[src/rtl/button_press_unit_pkg.sv]
// Shared definitions for the button press unit: debounce FSM encoding and
// synchronizer depth.
package button_press_unit_pkg;

  localparam int SYNC_STAGES = 2;

  typedef enum logic [1:0] {
    ST_IDLE       = 2'd0,
    ST_DB_PRESS   = 2'd1,
    ST_PRESSED    = 2'd2,
    ST_DB_RELEASE = 2'd3
  } btn_state_e;

endpackage

[src/rtl/button_press_unit_channel.sv]
// One button channel: synchronizer, debounce FSM with stability counter,
// registered single-cycle press pulse and registered held level.
module button_channel
  import button_press_unit_pkg::*;
#(
  parameter int unsigned DEBOUNCE_CYCLES = 16
) (
  input  logic clk,
  input  logic rst,
  input  logic btn_in,
  output logic press_pulse,
  output logic held
);

  localparam int CW = $clog2(DEBOUNCE_CYCLES) + 1;
  localparam logic [CW-1:0] CNT_LAST = CW'(DEBOUNCE_CYCLES - 1);

  logic [SYNC_STAGES-1:0] sync_q, sync_d;
  logic                   sync;
  btn_state_e             state_q, state_d;
  logic [CW-1:0]          cnt_q, cnt_d;
  logic                   pulse_q, pulse_d;
  logic                   held_q, held_d;

  // Bit 0 is the first (metastability-exposed) stage; only the last is used.
  assign sync_d = {sync_q[SYNC_STAGES-2:0], btn_in};
  assign sync   = sync_q[SYNC_STAGES-1];

  always_comb begin
    state_d = state_q;
    cnt_d   = cnt_q;
    pulse_d = 1'b0;
    case (state_q)
      ST_IDLE: begin
        if (sync) begin
          state_d = ST_DB_PRESS;
          cnt_d   = '0;
        end
      end
      ST_DB_PRESS: begin
        if (!sync) begin
          state_d = ST_IDLE;
          cnt_d   = '0;
        end else if (cnt_q == CNT_LAST) begin
          state_d = ST_PRESSED;
          cnt_d   = '0;
          pulse_d = 1'b1;
        end else begin
          cnt_d = cnt_q + CW'(1);
        end
      end
      ST_PRESSED: begin
        if (!sync) begin
          state_d = ST_DB_RELEASE;
          cnt_d   = '0;
        end
      end
      ST_DB_RELEASE: begin
        // A bounce back high returns to PRESSED silently: no second pulse.
        if (sync) begin
          state_d = ST_PRESSED;
          cnt_d   = '0;
        end else if (cnt_q == CNT_LAST) begin
          state_d = ST_IDLE;
          cnt_d   = '0;
        end else begin
          cnt_d = cnt_q + CW'(1);
        end
      end
      default: begin
        state_d = ST_IDLE;
        cnt_d   = '0;
      end
    endcase
    held_d = (state_d == ST_PRESSED) || (state_d == ST_DB_RELEASE);
  end

  always_ff @(posedge clk or negedge rst) begin
    if (!rst) begin
      sync_q  <= '0;
      state_q <= ST_IDLE;
      cnt_q   <= '0;
      pulse_q <= 1'b0;
      held_q  <= 1'b0;
    end else begin
      sync_q  <= sync_d;
      state_q <= state_d;
      cnt_q   <= cnt_d;
      pulse_q <= pulse_d;
      held_q  <= held_d;
    end
  end

  assign press_pulse = pulse_q;
  assign held        = held_q;

endmodule

[src/rtl/button_press_unit.sv]
// Two debounced button channels feeding the blinker shift inputs; coincident
// presses cancel each other so the shift outputs are never high together.
module button_press_unit
  import button_press_unit_pkg::*;
#(
  parameter int unsigned DEBOUNCE_CYCLES = 16
) (
  input  logic clk,
  input  logic rst,
  input  logic btn_left,
  input  logic btn_right,
  output logic shift_left,
  output logic shift_right,
  output logic left_held,
  output logic right_held
);

  logic left_pulse;
  logic right_pulse;

  button_channel #(.DEBOUNCE_CYCLES(DEBOUNCE_CYCLES)) u_left (
    .clk         (clk),
    .rst         (rst),
    .btn_in      (btn_left),
    .press_pulse (left_pulse),
    .held        (left_held)
  );

  button_channel #(.DEBOUNCE_CYCLES(DEBOUNCE_CYCLES)) u_right (
    .clk         (clk),
    .rst         (rst),
    .btn_in      (btn_right),
    .press_pulse (right_pulse),
    .held        (right_held)
  );

  // Ambiguous simultaneous presses are dropped rather than guessed at.
  assign shift_left  = left_pulse & ~right_pulse;
  assign shift_right = right_pulse & ~left_pulse;

endmodule

[config.mk]
export PLATFORM = sky130hd
export DESIGN_NAME = button_press_unit
export DESIGN_NICKNAME = d
export VERILOG_FILES = /design/src/rtl/button_press_unit_pkg.sv /design/src/rtl/button_press_unit_channel.sv /design/src/rtl/button_press_unit.sv
export SDC_FILE = /design/constraint.sdc
export NUM_CORES = 1
export LEC_CHECK = 0
export BUFFER_PORTS_ARGS = -buffer_cell sky130_fd_sc_hd__buf_4
export CAP_MARGIN = 40
export CORE_MARGIN = 2
export CORE_UTILIZATION = 45
export DETAILED_ROUTE_END_ITERATION = 12
export GPL_TIMING_DRIVEN = 1
export PLACE_DENSITY = 0.65
export SYNTH_ARGS = -nofsm -noshare
export SYNTH_HDL_FRONTEND = slang
export SYNTH_SLANG_ARGS = --single-unit
[constraint.sdc]
create_clock -name clk -period 1.4 [get_ports clk]
set_input_delay 0 -clock clk [delete_from_list [all_inputs] [get_ports clk]]
set_output_delay 0 -clock clk [all_outputs]
set_load 0.02 [all_outputs]
==> impl_metrics.tcl <==
set metrics [dict create \
    place_hpwl_um 1080 \
    ir_worst_vdd_mv 0.622 \
    power_density_nw_per_um2 869 \
    post_synth_instance_area_um2 1010 \
    final_count_of_pins_violating_max_slew 0 \
    clkSlewWorstSetupHoldPaths_ps 110 \
    critical_path.reg2reg.startpoint "u_left.cnt_q[1]" \
    antenna_found_initial 0 \
    finalWorstPathRequiredPeriod_ps 1350 \
    first_global_vias 626 \
    initial_core_util 0.464 \
    clock_path_buffers 2 \
    setup_tns_ps 0 \
    drt.antenna.violating_nets 0 \
    synth_area_per_cell_um2 12.3 \
    diodes 0 \
    finClkSkew_ps 6.09 \
    track_usage 0.141 \
    path_class "flip-flop to flip-flop" \
    syn2layout_area_growth_pct 17.1 \
    io-pin-count 8 \
    max-slew-margin-rel 0.718 \
    critical_path_peak_fanout 4 \
    grt_first_pass_wirelength_um 2700 \
    cell_family_with_the_largest_share_of_critical_path_delay "flip-flops" \
    grt_start_max_net_pins 23 \
    worst_setup_path_startpoint "u_left.cnt_q[1]" \
    detailed_route_iter0_violations 4 \
    cts_tree "yes" \
    ys_ff_latch 22 \
    utilization 0.544 \
    die-height_um 51.3 \
    outcome "complete, no violations" \
    max_cap_viols 0 \
    worst_skew_pair.late_latency_ps 290 \
    final-hold-violation-count 0 \
    total_leakage_power_uw 0.000559 \
    vias 641 \
    number_of_buffers_created_by_cts 3 \
    yosysWarnings 0 \
    worstPathCellList "ha_1, and4b_4, nand2_4, mux2_4" \
    finalNetCount 106 \
    crit_path_start_kind "flip-flop" \
    cp_data_required_time_ps 1580 \
    drt-pass1-iter-count 3 \
    cp_slowest_stage_delay_ps 390 \
    clock_sink_count 22 \
    synth_edf_count 0 \
    rsz0062_at_grt "no" \
    synth_seq_area_share 0.547 \
    grt_remaining_overflow 0 \
    async_reset_ff_frac 1.00 \
    h-tree-depth 1 \
    report.final.setup_viol 0 \
    gp_routability_congestion 0.805 \
    clockRootBuffer "clkbuf_4" \
    wl_um 1590 \
    fmax_mhz 738 \
    drcViolationCount 0 \
    ys_dominant_reg_cell "dfrtp_1" \
    n_fill_cell 185 \
    dieWidth_um 51.3 \
    worst_slew_pin_slew_ps 419 \
    routedWlPerCell_um 12.6 \
    fp.coreArea_um2 2170 \
    crit_arrival_ps 1540 \
    yosysUniqueCellTypes 27 \
    number_of_port_buffers 7 \
    dieArea_um2 2630 \
    critical_path.n_buffers_inverters 0 \
    worst-r2r-setup-slack_ps 50 \
    critPathCaptureType "flip-flop" \
    core.rowCount 17 \
    crit_path_top_delay_cell "dfrtp_1" \
    hold-worst-slack_ps 116 \
    routed_via_density 5.09 \
    post_synth_inst_count 82 \
    hold_path.class "input pin to async pin" \
    final_min_period_over_clock_period 0.968 \
    synthesis.nets 88 \
    layout-drive-gt1-share 0.296 \
]
==> layout by cell type, fill, tap and decap left out, drive strengths merged <==
cell,count
a21o,1
a21oi,2
and3,2
and4b,2
buf,12
clkbuf,3
dfrtp,22
dlygate4sd3,3
ha,2
mux2,4
nand2,11
nand2b,1
nand3,7
nand3b,1
nor2,2
nor2b,2
nor3b,2
nor4b,1
o21a,2
o21ai,5
o22ai,1
o32ai,2
xnor2,2
xor2,6
==> per-stage QoR <==
step / setup slack [ps] / instances / area [um^2] / power (uW)
final: 45.2 / 126 / 1180 / 1030
after global routing: 1.25 / 126 / 1180 / 1080
after CTS: 27.2 / 125 / 1170 / 1040
after global placement: 72.5 / 119 / 1120 / 761
after floorplan: 47.1 / 82 / 1010 / 726
after detailed placement: 44.4 / 119 / 1120 / 764
==> routing by layer <==
metal  vias up  share of wire  GRT usage  routed length [um]
met5         -              0          0                   0
met4         0          0.010     0.0789                  16
met3         2          0.018     0.0263                  28
met2         3           0.51      0.225                 808
met1       316           0.46      0.178                 739
li1        320              -          -                   -
==> worst paths after layout <==
path | to | cells past startpoint
worst max-delay path | u_left.held | 4
max in group asynchronous | u_left.sync_q[1] | 2
worst min-delay path | u_right.cnt_q[4] | 2
worst max register to register | u_left.held | 4
min in group clk | u_left.sync_q[0] | 2
worst min register to register | u_right.sync_q[1] | 0
==> sequential cells by signal (all words and copies together) (netlist names) <==
| signal | flops |
|---|---|
| u_left.press_pulse | 1 |
| u_right.sync_q | 2 |
| u_right.state_q | 2 |
| u_right.cnt_q | 5 |
| u_right.press_pulse | 1 |
| u_left.state_q | 2 |
| u_left.sync_q | 2 |
| u_right.held | 1 |
| u_left.held | 1 |
| u_left.cnt_q | 5 |
==> worst register-to-register path, cell delays in order, from the launching register on <==
cell     delay (ps)
dfrtp_1         390
ha_1            170
and4b_4         300
nand2_4          80
mux2_4          310
==> power breakdown <==
group | leakage [uW] | switching [uW] | internal (uW)
Combinational | 0.000254 | 40.2 | 42.6
Sequential | 0.000291 | 24.8 | 654
Clock | 0.0000138 | 164 | 100
==> kinds of logic (layout without fill, tap and decap cells) <==
| family | Yosys count | count (layout) | share of synthesized area |
|---|---|---|---|
| multiplexers | 4 | 4 | 0.0522 |
| AND/OR/NAND/NOR | 31 | 31 | 0.189 |
| adder cells (fa/ha/maj) | 2 | 2 | 0.0248 |
| AO/OA/AOI/OAI | 13 | 13 | 0.0956 |
| buffers and inverters | 2 | 18 | 0.00746 |
| flip-flops | 22 | 22 | 0.547 |
| XOR/XNOR | 8 | 8 | 0.0845 |
==> area by class of cell <==
cell class	instances	area (um^2)	share of cell area
Sequential cell	22	551	0.467
Multi-Input combinational cell	58	452	0.383
Timing Repair Buffer	15	120	0.102
Tap cell	28	35.0	0.0297
Clock buffer	3	22.5	0.0191
==> what timing repair did <==
action / CTS / global route
hold buffers: 3 / 0
buffers inserted: 0 / 1
resized for setup: 0 / 1
endpoints found under the setup margin: 0 / 4
hold endpoints to repair: 24 / 0
==> synthesized netlist by cell type, types with 3 or more instances <==
cell / number / area (um^2)
dfrtp_1: 22 / 551
nand2_1: 9 / 33.8
nand3_1: 7 / 35.0
o21ai_0: 3 / 15.0
xor2_1: 4 / 35.0
Note: power is estimated with default switching activity, not from simulation.
